### config.mk
export PLATFORM = sky130hd
export DESIGN_NAME = mem_loader
export DESIGN_NICKNAME = d
export VERILOG_FILES = /design/src/rtl/mem_loader.sv
export SDC_FILE = /design/constraint.sdc
export NUM_CORES = 1
export LEC_CHECK = 0
export CORE_MARGIN = 2
export CORE_UTILIZATION = 44
export CTS_BUF_LIST = sky130_fd_sc_hd__clkbuf_16
export DETAILED_ROUTE_END_ITERATION = 10
export GPL_ROUTABILITY_DRIVEN = 0
export SETUP_SLACK_MARGIN = 0.1
export SLEW_MARGIN = 20
export SYNTH_ARGS = -nofsm -noshare
export SYNTH_HDL_FRONTEND = slang
export SYNTH_SLANG_ARGS = --single-unit
### constraint.sdc
create_clock -name clk -period 2 [get_ports clk]
set_input_delay 0.4 -clock clk [delete_from_list [all_inputs] [get_ports clk]]
set_output_delay 0.4 -clock clk [all_outputs]
set_load 0.01 [all_outputs]
### src/rtl/mem_loader.sv
// mem_loader: feeder and memory for the max-finder processor.
//
// A stream of DATA_W-bit words arrives over a valid/ready handshake and is
// written into a DEPTH-entry register file. The register file also serves
// the processor's combinational read port. The processor is held in reset
// while words are loaded (LOAD). It is released for exactly RUN_CYCLES
// cycles (RUN). It is then held in reset again, with `done` raised, until
// software pulses `clear` (DONE).
//
// Optional feature: define MEM_LOADER_AUTOCLEAR_EN to zero every memory
// entry on each DONE->LOAD transition. When it is undefined, the memory
// contents persist across runs and only `reset` zeroes them.
//
// Ports:
//   clk        in   single clock, rising edge
//   reset      in   asynchronous active-low reset
//   wr_valid   in   an input word is present
//   wr_data    in   input word
//   wr_ready   out  block can accept a word (high only in LOAD)
//   go         in   in LOAD, start a run before the memory is full
//   clear      in   in DONE, return to LOAD
//   rd_addr    in   read address (the processor's addr)
//   rd_data    out  mem[rd_addr] (the processor's din)
//   proc_rst   out  active-high processor reset (low only in RUN)
//   busy       out  high in RUN
//   done       out  high in DONE
//   fill       out  words written since the last entry into LOAD
//   dbg_state  out  current FSM state encoding (0 LOAD, 1 RUN, 2 DONE)
//
// Handshake: a word transfers on a rising edge where wr_valid and wr_ready
// are both high. wr_valid may assert regardless of wr_ready. wr_ready does
// not depend on wr_valid.
module mem_loader #(
  parameter int DEPTH      = 16,
  parameter int ADDR_W     = 4,
  parameter int DATA_W     = 4,
  parameter int RUN_CYCLES = 18
) (
  input  logic              clk,
  input  logic              reset,
  input  logic              wr_valid,
  input  logic [DATA_W-1:0] wr_data,
  output logic              wr_ready,
  input  logic              go,
  input  logic              clear,
  input  logic [ADDR_W-1:0] rd_addr,
  output logic [DATA_W-1:0] rd_data,
  output logic              proc_rst,
  output logic              busy,
  output logic              done,
  output logic [ADDR_W:0]   fill,
  output logic [1:0]        dbg_state
);

  localparam int CNT_W = (RUN_CYCLES > 2) ? $clog2(RUN_CYCLES) : 1;
  localparam logic [CNT_W-1:0]  CNT_LOAD  = CNT_W'(RUN_CYCLES - 1);
  localparam logic [ADDR_W:0]   FILL_FULL = (ADDR_W + 1)'(DEPTH);

  typedef enum logic [1:0] {
    S_LOAD = 2'd0,
    S_RUN  = 2'd1,
    S_DONE = 2'd2
  } state_t;

  state_t              state_q, state_d;
  logic [ADDR_W-1:0]   wptr_q, wptr_d;
  logic [ADDR_W:0]     fill_q, fill_d;
  logic [CNT_W-1:0]    cnt_q, cnt_d;
  logic [DATA_W-1:0]   mem_q [DEPTH];
  logic [DATA_W-1:0]   mem_d [DEPTH];

  // Reset release chain. Stage 0 is set on the first edge after `reset`
  // rises, so the first write is taken on the second edge. The go/clear
  // controls wait for stage 1, so they act only after a full two-flop
  // release.
  logic [1:0] rel_q;
  logic       wr_fire;
  logic       go_ok;
  logic       clear_ok;

  always_ff @(posedge clk or negedge reset) begin
    if (!reset) begin
      rel_q <= 2'b00;
    end else begin
      rel_q <= {rel_q[0], 1'b1};
    end
  end

  // Outputs are decoded from the state register only, so they are glitch-free.
  assign wr_ready  = (state_q == S_LOAD);
  assign proc_rst  = (state_q != S_RUN);
  assign busy      = (state_q == S_RUN);
  assign done      = (state_q == S_DONE);
  assign fill      = fill_q;
  assign dbg_state = state_q;

  // The read is combinational on the registered array. A same-cycle write
  // to the same address therefore shows the old value until the next edge.
  assign rd_data = mem_q[rd_addr];

  assign wr_fire  = wr_valid & wr_ready & rel_q[0];
  assign go_ok    = go & rel_q[1];
  assign clear_ok = clear & rel_q[1];

  always_comb begin
    state_d = state_q;
    wptr_d  = wptr_q;
    fill_d  = fill_q;
    cnt_d   = cnt_q;
    mem_d   = mem_q;

    case (state_q)
      S_LOAD: begin
        // A write in the same cycle as `go` is still performed.
        if (wr_fire) begin
          mem_d[wptr_q] = wr_data;
          wptr_d        = wptr_q + 1'b1;
          if (fill_q != FILL_FULL) begin
            fill_d = fill_q + 1'b1;
          end
        end
        if ((wr_fire && (fill_d == FILL_FULL)) || go_ok) begin
          state_d = S_RUN;
          cnt_d   = CNT_LOAD;
        end
      end

      S_RUN: begin
        // The counter is loaded with RUN_CYCLES-1 on entry. Leaving on the
        // edge where it reads 0 keeps proc_rst low for RUN_CYCLES cycles.
        if (cnt_q == '0) begin
          state_d = S_DONE;
        end else begin
          cnt_d = cnt_q - 1'b1;
        end
      end

      S_DONE: begin
        if (clear_ok) begin
          state_d = S_LOAD;
          wptr_d  = '0;
          fill_d  = '0;
`ifdef MEM_LOADER_AUTOCLEAR_EN
          for (int i = 0; i < DEPTH; i++) begin
            mem_d[i] = '0;
          end
`else
          mem_d = mem_q;
`endif
        end
      end

      default: begin
        state_d = S_LOAD;
      end
    endcase
  end

  always_ff @(posedge clk or negedge reset) begin
    if (!reset) begin
      state_q <= S_LOAD;
      wptr_q  <= '0;
      fill_q  <= '0;
      cnt_q   <= '0;
      for (int i = 0; i < DEPTH; i++) begin
        mem_q[i] <= '0;
      end
    end else begin
      state_q <= state_d;
      wptr_q  <= wptr_d;
      fill_q  <= fill_d;
      cnt_q   <= cnt_d;
      for (int i = 0; i < DEPTH; i++) begin
        mem_q[i] <= mem_d[i];
      end
    end
  end

endmodule

# Yosys cells after proc, flatten, opt, wreduce, memory -nomap -nowiden
# Cells that the tools add are included.
# W data, S select, Z words.
[classes]
addsub = 3
order_cmp = 3
n_eq_ne = 10
mux = 21
bitwise = 6
n_reduce_logical = 12
[ops]
columns = ["cell", "count"]
rows = [
  ["$bwmux W64", 1],
  ["$mux W5", 6],
  ["$mux W4", 5],
  ["$pmux W5 S2", 2],
  ["$bmux W4 S4", 1],
  ["$demux W4 S4", 1],
  ["$ge A5 B5 Y1 const B", 2],
  ["$ne A2 B1 Y1 const B", 5],
  ["$not A4 Y5", 2],
  ["$reduce_and A3 Y1", 3],
  ["$pmux W4 S2", 1],
  ["$mux W2", 3],
  ["$pmux W2 S3", 1],
  ["$add A5 B1 Y5 const B", 1],
  ["$eq A5 B5 Y1 const B", 1],
  ["$logic_not A5 Y1", 1],
  ["$lt A5 B1 Y1 const B", 1],
  ["$ne A5 B5 Y1 const B", 1],
  ["$sub A5 B1 Y5 const B", 1],
  ["$add A4 B1 Y4 const B", 1],
  ["$and A1 B1 Y1", 4],
  ["$reduce_and A2 Y1", 2],
  ["$reduce_bool A2 Y1", 2],
  ["$eq A2 B1 Y1 const B", 1],
  ["5 further kinds", 6],
]
[totals]
ff_bits = 82
output_inout_bits = 15
word_cells = 76

# Logic depth before layout (Yosys ltp)
[depth]
depth_word = 10
mapped_depth = 7
mapped_depth_nobuf = 7

# Worst setup path before layout
# OpenSTA, ideal clock, no wires.
[synth_timing]
kind = "input to output"
start = "input port rd_addr[0]"
end = "output port rd_data[0]"
t_arrival_ns = 1.802
required_time_ns = 1.600
slack_ns = -0.202
path_stages = 4
path_buffers = 2
path_cell_list = "buf_2 > buf_6 > mux4_2 > mux4_2"
[synth_between]
elab_chain_len = 4
[synth_rtl]
columns = ["element", "line_no", "rtl"]
rows = [
  ["start, declared", "46", "input logic [ADDR_W-1:0] rd_addr,"],
  ["$not A4 Y5 (implied by the code)", "99", "assign rd_data = mem_q[rd_addr];"],
  ["$bmux W4 S4", "99", ""],
  ["$mux W4 (implied by the code) (2 in series)", "99", ""],
  ["end, declared", "47", "output logic [DATA_W-1:0] rd_data,"],
]
# Every way passes these cells. The select of a mux whose other input is x is not followed.

# Final worst setup path
[layout_timing]
start = "register mem_q[50] (netlist bit)"
end = "output port rd_data[2]"
[layout_between]
elab_chain_len = 3
[layout_rtl]
columns = ["element", "line_no", "rtl"]
rows = [
  ["start, declared", "69", "logic [DATA_W-1:0] mem_q [DEPTH];"],
  ["start signal, assigned by index", "174", "mem_q[i] <= mem_d[i];"],
  ["$bmux W4 S4", "99", ""],
  ["$mux W4 (implied by the code) (2 in series)", "99", ""],
]
# Every way passes these cells. The select of a mux whose other input is x is not followed.

==> summary.json <==
{
  "outcome": {"value": "complete, but fails checks"},
  "violations": {"value": "negative setup slack"},
  "r2r_path_end": {"value": "cnt_q[1]$_DFFE_PN0P_"},
  "initial_core_util": {"value": 45.16, "unit": "%"},
  "setup_violations": {"value": 4},
  "cts_tree": {"value": "built"},
  "port_buffers": {"value": 27},
  "min-delay-start": {"value": "rel_q[0]$_DFF_PN0_"},
  "timing.final.crit_share": {"value": 113.3, "unit": "%"},
  "clkSinkCount": {"value": 82},
  "place.detailed.hpwl": {"value": 6298, "unit": "um"},
  "fraction_of_registers_with_async_set_or_reset_after_synthesis": {"value": 100.0, "unit": "%"},
  "cp-start-kind": {"value": "flip-flop"},
  "wire_per_inst": {"value": 19.65, "unit": "um"},
  "synth_xor_xnor_area_share": {"value": 0.4447, "unit": "%"},
  "h-tree-depth": {"value": 3},
  "grt_use_total": {"value": 19.91, "unit": "%"},
  "synth.top_cells.by_area": {"value": "sky130_fd_sc_hd__dfrtp_1 52%, sky130_fd_sc_hd__mux2_2 18%, sky130_fd_sc_hd__mux4_2 11%"},
  "design.core.area": {"value": 0.008721, "unit": "mm2"},
  "design.final.nets": {"value": 366},
  "flow.area_growth_from_synthesis": {"value": 27.67, "unit": "%"},
  "grt_overflow": {"value": 0},
  "worstPathCellList": {"value": "mux4_2 -> mux4_2 -> buf_6"},
  "cts_made_buffers": {"value": 9},
  "detailedRoute.firstIterationViolations": {"value": 82},
  "synth_area": {"value": 0.003939, "unit": "mm2"},
  "skew_pair_late_insertion_delay": {"value": 340, "unit": "ps"},
  "routed-via-count": {"value": 2560},
  "slowest_stage": {"value": "sky130_fd_sc_hd__mux4_2"},
  "timing_max_transition_violations_final": {"value": 0},
  "synthesis.area_per_instance": {"value": 14.07, "unit": "um2"},
  "multi_input_comb_area": {"value": 0.001851, "unit": "mm2"},
  "number_of_global_route_vias_before_repair": {"value": 2681},
  "filler_cell_count": {"value": 700},
  "wirelength": {"value": 8999, "unit": "um"},
  "postPlaceCellArea": {"value": 0.004512, "unit": "mm2"},
  "dieWidth": {"value": 98.62, "unit": "um"},
  "synth-main-ff-cell": {"value": "sky130_fd_sc_hd__dfrtp_1"},
  "synth.area.mux_share": {"value": 31.07, "unit": "%"},
  "synth_compound_area_share": {"value": 3.367, "unit": "%"},
  "worstRegToRegCells": {"value": 6},
  "grt_setup_unrepaired": {"value": "true"},
  "cap_violations": {"value": 0},
  "final_common_cell": {"value": "sky130_fd_sc_hd__dfrtp_1"},
  "synthCells": {"value": 280},
  "worstReg2RegStart": {"value": "dbg_state[1]$_DFFE_PN0P_"},
  "drt-pass1-iter-count": {"value": 4},
  "post_route_cells_drive_above_1_share": {"value": 46.57, "unit": "%"},
  "synthesized_area_fraction_occupied_by_adder_cells": {"value": 2.541, "unit": "%"},
  "synth_cell_type_count": {"value": 41},
  "grt_first_pass_wirelength": {"value": 14680, "unit": "um"},
  "combinational_family_with_the_most_area_after_synthesis": {"value": "multiplexers"},
  "critical_path.top_delay_family": {"value": "multiplexers"},
  "numPlacedInstances": {"value": 429},
  "worstHoldEndpoint": {"value": "rel_q[1]$_DFF_PN0_"},
  "clk_path_buf_depth": {"value": 2},
  "timing.clock.skew": {"value": 4.651, "unit": "ps"},
  "synth.yosys.seq_area_share": {"value": 52.10, "unit": "%"},
  "layout_common_cells": {"value": "81 x sky130_fd_sc_hd__dfrtp_1, 64 x sky130_fd_sc_hd__mux2_2, 31 x sky130_fd_sc_hd__buf_4"},
  "floorplan.io_pins": {"value": 28},
  "min_path_cells": {"value": 0},
  "via_per_inst": {"value": 5.590},
  "synth-edff-count": {"value": 0},
  "timing.hold.worst.class": {"value": "reg2reg"},
  "area.sequential": {"value": 0.002053, "unit": "mm2"},
  "timing.reg2reg.setup_slack": {"value": 200, "unit": "ps"},
  "grt_max_degree": {"value": 39},
  "antenna_found_initial": {"value": 0},
  "final.setup.tns": {"value": -990.4, "unit": "ps"},
  "critPathKind": {"value": "reg2out"},
  "timing.fmax": {"value": 441.5, "unit": "MHz"},
  "yosysWarningCount": {"value": 0},
  "worstPathBufferInverterCount": {"value": 1},
  "rows": {"value": 34},
  "final_period_minus_worst_setup_slack": {"value": 2265, "unit": "ps"},
  "vdd.ir_drop.worst": {"value": 0.0007203, "unit": "V"},
  "worst_path_largest_cell_delay": {"value": 500, "unit": "ps"},
  "synth_seq_cells": {"value": 82},
  "cts.reportedPaths.clkPinSlew": {"value": 60, "unit": "ps"},
  "final_hold_viol_count": {"value": 0},
  "worst_slack": {"value": -265.1, "unit": "ps"},
  "route.antenna.remaining_nets": {"value": 0},
  "worst_hold_slack_after_final_layout": {"value": 398.0, "unit": "ps"},
  "end_kind": {"value": "output pin"},
  "leading_area_contributor_after_synthesis": {"value": "sky130_fd_sc_hd__dfrtp_1"},
  "total_drc_errors_in_the_routed_layout": {"value": 0},
  "power_density": {"value": 1097, "unit": "mW/mm2"},
  "crit_fanout": {"value": 2},
  "cell_seen_most_often_among_critical_path_stages": {"value": "sky130_fd_sc_hd__mux4_2"},
  "yosys.area.top_type_share": {"value": 52.10, "unit": "%"},
  "synth_simple_gate_area_share": {"value": 7.942, "unit": "%"},
  "clock_tree_root_driver_cell": {"value": "sky130_fd_sc_hd__clkbuf_16"},
  "worst_ep_required_time": {"value": 1600, "unit": "ps"},
  "dieArea": {"value": 0.009725, "unit": "mm2"},
  "synth_nets": {"value": 301},
  "finish.instance_area": {"value": 0.005029, "unit": "mm2"},
  "cell_count_final_fillers_out": {"value": 458},
  "insertedDiodeCount": {"value": 0},
  "p_leak": {"value": 2.394, "unit": "nW"},
  "dieHeight": {"value": 98.62, "unit": "um"},
  "critical_path_arrival": {"value": 1870, "unit": "ps"}
}
==> timing repair <==
item,4_1_cts,5_1_grt
pin swaps,0,4
hold endpoints to repair,25,0
cloned,1,0
hold buffers,1,0
setup buffers,9,2
endpoints found under the setup margin,28,51
gates resized for setup,40,15
==> worst reg2reg max path, delay by kind of cell (launching register included) <==
family	cells	cell delay (ps)
simple gates	2	320
compound gates	3	760
buf+inv	1	180
flops	1	420
==> per-layer routing <==
metal  vias to the layer above  routed length (um)  track usage, %
met2                        77                4408           31.40
met3                        12                 409           3.972
li1                       1155                   -               -
met1                      1316                3959           27.58
met5                         -                   0               0
met4                         0                 221           7.376
==> cell type report <==
class	count	share of cell area, %
timing repair buffer	65	12.74
multi-input combinational	176	36.80
tap	108	2.687
sequential	82	40.83
clock buffer	9	4.479
inverter	11	0.8211
clock inverter	7	1.642
==> flip-flops by register name, summed over array words and instances (netlist names) <==
register and count:
cnt_q 5, wptr_q 4, rel_q 2, fill 5, mem_q 64, dbg_state 2
==> metrics by stage <==
stage                     utilization (%)  worst slack, ps  total power, mW
after floorplan                         -           -30.03            3.138
after global placement              51.74           -975.3            3.708
after detailed placement            51.74            -1010            3.755
after CTS                           56.96           -278.2            5.520
after global routing                57.66           -292.9            5.808
final                               57.66           -265.1            5.515
==> how the worst max path moves through the flow <==
| stage | endpoint | depth (start not counted) | slack, ps | startpoint |
|---|---|---|---|---|
| global route | rd_data[2] | 3 | -290 | mem_q[50]$_DFFE_PN0P_ |
| CTS | rd_data[2] | 3 | -280 | mem_q[50]$_DFFE_PN0P_ |
| global placement | rd_data[2] | 5 | -980 | rd_addr[0] |
| floorplan | rd_data[0] | 4 | -30 | rd_addr[0] |
| detailed placement | rd_data[3] | 5 | -1010 | rd_addr[0] |
| finish | rd_data[2] | 3 | -270 | mem_q[50]$_DFFE_PN0P_ |
==> power breakdown <==
part | switching, mW | total [mW] | internal [mW]
clock | 0.717 | 1.71 | 0.989
sequential | 0.341 | 2.34 | 2.00
combinational | 0.632 | 1.46 | 0.832
total | 1.69 | 5.52 | 3.83
==> cell families after synthesis <==
family / after synthesis
AOI/OAI and AO/OA: 17
xor gates and xnor gates: 2
adders and majority gates: 8
buffers and inverters: 22
DFF: 82
muxes: 89
other: 1
and+or+nand+nor: 59
==> Yosys cell counts (4+ instances only) <==
| cell | n |
|---|---|
| sky130_fd_sc_hd__mux4_2 | 20 |
| sky130_fd_sc_hd__clkbuf_1 | 6 |
| sky130_fd_sc_hd__inv_1 | 11 |
| sky130_fd_sc_hd__and2_0 | 4 |
| sky130_fd_sc_hd__nor2_1 | 9 |
| sky130_fd_sc_hd__nor3_1 | 5 |
| sky130_fd_sc_hd__ha_1 | 8 |
| sky130_fd_sc_hd__mux2_2 | 64 |
| sky130_fd_sc_hd__dfrtp_1 | 82 |
| sky130_fd_sc_hd__nand2_1 | 20 |
Power figures use the tool's default switching activity.
